`config.mk`:
```
export PLATFORM = sky130hd
export DESIGN_NAME = asmd_mult_flat
export DESIGN_NICKNAME = d
export VERILOG_FILES = /design/src/rtl/asmd_mult_pkg.sv /design/src/rtl/asmd_mult_if.sv /design/src/rtl/asmd_mult_datapath.sv /design/src/rtl/asmd_mult.sv /design/src/flat_wrapper.sv
export SDC_FILE = /design/constraint.sdc
export NUM_CORES = 1
export LEC_CHECK = 0
export ABC_AREA = 1
export CORE_ASPECT_RATIO = 0.6
export CORE_MARGIN = 1
export CORE_UTILIZATION = 31
export DETAILED_ROUTE_END_ITERATION = 10
export GPL_TIMING_DRIVEN = 0
export PLACE_DENSITY = 0.64
export SYNTH_ARGS = -nofsm -noshare
export SYNTH_HDL_FRONTEND = slang
export SYNTH_SLANG_ARGS = --single-unit
```
`constraint.sdc`:
```
create_clock -name clk -period 1.79 [get_ports clk]
set_input_delay 0.2685 -clock clk [delete_from_list [all_inputs] [get_ports clk]]
set_output_delay 0.2685 -clock clk [all_outputs]
set_load 0.02 [all_outputs]
```
`src/rtl/asmd_mult_pkg.sv`:
```
// asmd_mult_pkg: shared state encoding and counter sizing for the shift-and-add multiplier
package asmd_mult_pkg;

    typedef enum logic {IDLE, BUSY} state_t;

    localparam int WORD_LENGTH = 4;
    localparam int CNT_W = $clog2(WORD_LENGTH);

    function automatic int cnt_width(input int w);
        return $clog2(w);
    endfunction

endpackage

```
`src/rtl/asmd_mult_if.sv`:
```
// asmd_mult_if: operand/start request and product/ready response bundle
interface asmd_mult_if #(
    parameter int word_length = 4
);
    logic [word_length-1:0]   word0;
    logic [word_length-1:0]   word1;
    logic                     start;
    logic [2*word_length-1:0] product;
    logic                     ready;

    modport master (output word0, word1, start, input product, ready);
    modport slave  (input word0, word1, start, output product, ready);
endinterface

```
`src/rtl/asmd_mult_datapath.sv`:
```
// asmd_mult_datapath: operand shift registers and 2W-bit accumulating adder
module asmd_mult_datapath #(
    parameter int word_length = 4
) (
    input  logic                     clk,
    input  logic                     reset,
    input  logic                     load,
    input  logic                     step,
    input  logic [word_length-1:0]   word0,
    input  logic [word_length-1:0]   word1,
    output logic [2*word_length-1:0] product
);
    logic [2*word_length-1:0] mcand;
    logic [word_length-1:0]   mplier;
    logic [2*word_length-1:0] addend;

    // add the shifted multiplicand only when the current multiplier bit is set
    always_comb addend = mplier[0] ? mcand : '0;

    // load captures operands; each step accumulates and shifts one bit position
    always_ff @(posedge clk) begin
        if (reset) begin
            mcand   <= '0;
            mplier  <= '0;
            product <= '0;
        end else if (load) begin
            mcand   <= {{word_length{1'b0}}, word0};
            mplier  <= word1;
            product <= '0;
        end else if (step) begin
            product <= product + addend;
            mcand   <= mcand << 1;
            mplier  <= mplier >> 1;
        end
    end
endmodule

```
`src/rtl/asmd_mult.sv`:
```
// asmd_mult: sequential unsigned shift-and-add multiplier with fixed W-cycle latency
module asmd_mult
    import asmd_mult_pkg::*;
#(
    parameter int word_length = 4
) (
    input  logic       clk,
    input  logic       reset,
    asmd_mult_if.slave bus
);
    localparam int CW = cnt_width(word_length);
    localparam logic [CW-1:0] LAST = CW'(word_length - 1);

    state_t        state;
    state_t        next_state;
    logic [CW-1:0] count;
    logic          ready_q;
    logic          load;
    logic          step;

    // state, step counter and ready flag; ready tracks the state being entered
    always_ff @(posedge clk) begin
        if (reset) begin
            state   <= IDLE;
            count   <= '0;
            ready_q <= 1'b1;
        end else begin
            state   <= next_state;
            count   <= load ? '0 : step ? count + 1'b1 : count;
            ready_q <= next_state == IDLE;
        end
    end

    // leave IDLE on start; return after the W-th busy cycle regardless of operands
    always_comb next_state = state == IDLE ? (bus.start ? BUSY : IDLE)
                                           : (count == LAST ? IDLE : BUSY);

    // datapath controls: start is honoured only while idle
    always_comb begin
        load = state == IDLE && bus.start;
        step = state == BUSY;
    end

    assign bus.ready = ready_q;

    asmd_mult_datapath #(.word_length(word_length)) u_dp (
        .clk     (clk),
        .reset   (reset),
        .load    (load),
        .step    (step),
        .word0   (bus.word0),
        .word1   (bus.word1),
        .product (bus.product)
    );
endmodule

```
`src/flat_wrapper.sv`:
```
// flat-port wrapper written by rule: the top's interface ports become plain ports
module asmd_mult_flat import asmd_mult_pkg::*;
#(
    parameter int word_length = 4
)
  (clk, reset, bus_word0, bus_word1, bus_start, bus_product, bus_ready);
  asmd_mult_if #(.word_length(word_length)) bus_i ();
  input  logic clk;
  input  logic reset;
  input wire logic [$bits(bus_i.word0)-1:0] bus_word0;
  input wire logic [$bits(bus_i.word1)-1:0] bus_word1;
  input wire logic [$bits(bus_i.start)-1:0] bus_start;
  output wire logic [$bits(bus_i.product)-1:0] bus_product;
  output wire logic [$bits(bus_i.ready)-1:0] bus_ready;
  assign bus_i.word0 = bus_word0;
  assign bus_i.word1 = bus_word1;
  assign bus_i.start = bus_start;
  assign bus_product = bus_i.product;
  assign bus_ready = bus_i.ready;
  asmd_mult #(.word_length(word_length)) u_core (.clk(clk), .reset(reset), .bus(bus_i));
endmodule
```
==> metrics.md <==
| Metric | Value |
|---|---|
| Switch share | a little over a quarter |
| I/O Buffers | 19 |
| Worst Setup EP | u_core.u_dp.product[6] |
| Overall Power | 0.00109 W |
| Unrepaired setup endpoints after global routing | yes |
| Starting density of the core | 32.7% |
| Ys Warns | 0 |
| Routed vias/inst | ~4.4 |
| Power Density | roughly 640 mW/mm^2 |
| Number of global-route vias before repair | a little over 1000 |
| Switching Power | approximately 0.00030 W |
| Initial antenna violation count | 0 |
| # nets final | between 200 and 250 |
| Yosys top cell area share | a little over a third |
| Total grt overflow | 0 |
| Reg clk slew, reported paths | 0.09 ns |
| Crit path DAT | around 1.9 ns |
| Tcrit/Tclk final | between 90% and 100% |
| Area Overhead vs Synth | 26.8% |
| Crit Reg-Reg Endpoint | u_core.u_dp.product[6] |
| Internal Power | slightly below 0.0008 W |
| H-tree Lvls | 1 |
| Antenna diodes | 0 |
| Minimum clock period | 1.71 ns |
| CP Launch Type | register |
| Clock sinks | 24 |
| Slew HR | roughly four fifths |
| Crit. End Element | register |
| Number of synthesized register bits | 24 |
| Logic pwr share | between 10% and 20% |
| Reg2Reg Depth | 13 |
| Crit Path Max Fanout | 3 |
| Core area | just over 0.004 mm^2 |
| Status | complete, no violations |
| Area after DPL | between 0.0015 and 0.002 mm^2 |
| Post-synthesis net count | around 220 |
| R2r setup slk | ~0.076 ns |
| Clk_lat worst skew | roughly 0.27 ns |
| Root Buffer | clkbuf_8 |
| Crit path kind | register to register |
| First-pass GRT wire length | 4860 um |
| Die Ht | around 53 um |
| # Max-Cap Violations | 0 |
| Final hold vios | 0 |
| Synth unique cells | 22 |
| Measured slew at the worst slew-check pin | ~0.3 ns |
| R2r startpoint | u_core.u_dp.mplier[0] |
| Max Freq | about 600 MHz |
| Row count | 18 |
| DP Wirelength | around 2100 um |
| Share of the yosys chip area belonging to registers | 35.5% |
| Synth Area per Inst | 6.84 um^2 |
| Final WL | between 2000 and 3000 um |
| Final Skew | ~0.0025 ns |
| Largest net degree at the start of global routing | 13 |
| Hold buffer count at CTS | 0 |
| Post-route DRC violation count | 0 |
| Clock network power share | 29.9% |
| Fin util | around 41% |
| DRT antenna net count | 0 |
| Cell leakage power | about 0.85 nW |
| Routability Congestion | approximately 0.77 |
| Die width | 87.3 um |
| Part of the power in registers | ~53% |
| Hold crit path type | register to register |
| CP Data Required Time | just under 2 ns |
| Cts bufs inserted | 3 |
| Synth Cell Area | approximately 0.0014 mm^2 |
| Fin. max-slew vios | 0 |
| Clk buf depth | 2 |
| Synth Instances | between 150 and 200 |
| Ports | 20 |
| Share of cells above drive strength 1 | about an eighth |
| Crit path from | u_core.u_dp.mplier[0] |
| CTS tree | yes |
| Fin area | about 0.0017 mm^2 |
| Die footprint | between 0.004 and 0.005 mm^2 |
| Drt pass-1 iters | 4 |
| Largest cells by area after synthesis | dfxtp_1 (35%), nand2_1 (20%), inv_1 (8.3%) |
| Initial DRC count | 64 |
| Cell taking the most area after synthesis | dfxtp_1 |
| Wire per inst | around 11 um |
| Peak supply drop | 0.318 mV |
| Vias | about 1200 |
| Final setup vio count | 0 |
| GRT Overall Usage | between 10% and 20% |
worst max-delay path: stages (launching register included):
cell,delay [ns]
dfxtp_2,0.36
nand2_1,0.06
inv_1,0.05
ha_2,0.18
inv_2,0.05
fa_2,0.39
inv_2,0.06
nand2_2,0.04
nand2_2,0.07
nand3b_1,0.10
nand3_1,0.08
nand2_1,0.05
nor2_1,0.09
nor2_1,0.04
synth_stat cells:
cell type,number
nor2_8,2
ha_1,8
inv_2,3
or2_4,1
xnor2_1,1
nand2_2,1
dfxtp_1,24
buf_2,1
buf_4,2
xor2_1,1
a21oi_1,13
or2_1,1
o21a_1,1
nand2_1,73
nor2_1,10
o211ai_1,2
o21ai_0,2
fa_1,1
buf_6,1
nand3_1,16
inv_1,30
nand3b_1,4
placed cells by master, fill, tap and decap left out:
cell type	count
nand2_1	71
inv_1	28
dfxtp_1	22
clkdlybuf4s50_1	19
nand3_1	16
a21oi_1	12
nor2_1	10
inv_2	5
ha_1	5
buf_4	4
nand3b_1	4
nand2_2	3
clkbuf_8	3
nor2_8	2
o21ai_0	2
o211ai_1	2
ha_4	2
dfxtp_2	2
buf_6	1
buf_2	1
a21oi_2	1
or2_4	1
xnor2_1	1
or2_1	1
xor2_1	1
o21a_1	1
fa_2	1
ha_2	1
power groups by stage:
stage | clock (W) | sequential (W) | combinational [W]
2_1_floorplan | 0 | 0.000593 | 0.000108
3_3_place_gp | 0 | 0.000585 | 0.000185
5_1_grt | 0.000355 | 0.000579 | 0.000214
6_report | 0.000327 | 0.000576 | 0.000191
4_1_cts | 0.000337 | 0.000573 | 0.000192
3_5_place_dp | 0 | 0.000585 | 0.000186
sequential cells by signal, summed over array words and instances (netlist names):
| register | flops |
|---|---|
| u_core.state | 1 |
| u_core.bus.ready | 1 |
| u_core.count | 2 |
| u_core.u_dp.mcand | 8 |
| u_core.u_dp.product | 8 |
| u_core.u_dp.mplier | 4 |
cell families after synthesis:
group                    synth area share [%]
AO/OA/AOI/OAI                            7.21
XOR/XNOR                                 1.29
AND/OR/NAND/NOR                          35.7
adder cells (fa/ha/maj)                  8.87
flip-flops                               35.5
buffers and inverters                    11.5
layout make-up:
cell class / count / area [um^2]
Inverter: 33 / 124
Tap cell: 60 / 75.1
Sequential cell: 24 / 483
Clock buffer: 3 / 41.3
Buffer: 3 / 23.8
Fill cell: 453 / 2430
Multi-Input combinational cell: 137 / 757
Timing Repair Buffer: 22 / 213
per-stage QoR:
stage | setup slack (ns) | TNS (ns) | hold slack (ns) | cells
6_report | 0.0763 | 0 | 0.470 | 282
2_1_floorplan | 0.102 | 0 | 0.338 | 198
4_1_cts | 0.0448 | 0 | 0.472 | 282
5_1_grt | -0.0705 | -0.0705 | 0.491 | 282
3_5_place_dp | -0.0934 | -0.125 | 0.458 | 277
3_3_place_gp | -0.0875 | -0.117 | 0.455 | 277
metal layers:
metal / global-route usage (%) / routed length [um] / vias to the layer above
met5: 0 / 0 / -
met4: 2.73 / 8 / 0
met3: 4.06 / 183 / 2
met2: 19.9 / 1190 / 32
met1: 20.4 / 1590 / 553
li1: - / - / 658
how the worst min path moves through the flow:
| stage | start | endpoint | slack, ns | cells past startpoint |
|---|---|---|---|---|
| after floorplan | reset | u_core.u_dp.mcand[0] | 0.34 | 1 |
| after global placement | u_core.u_dp.mplier[3] | u_core.u_dp.mplier[3] | 0.45 | 2 |
| after detailed placement | u_core.u_dp.mplier[3] | u_core.u_dp.mplier[3] | 0.46 | 2 |
| after CTS | u_core.u_dp.mplier[3] | u_core.u_dp.mplier[3] | 0.47 | 2 |
| after global routing | u_core.u_dp.mcand[6] | u_core.u_dp.mcand[7] | 0.49 | 2 |
| final | u_core.u_dp.mplier[3] | u_core.u_dp.mplier[3] | 0.47 | 2 |
timing repair:
item | in CTS | in global routing
endpoints found under the setup margin | 2 | 4
resized for setup | 3 | 9
pin swaps | 0 | 3
hold endpoints to repair | 0 | 0
buffers inserted | 2 | 1
Power figures use the tool's default switching activity.
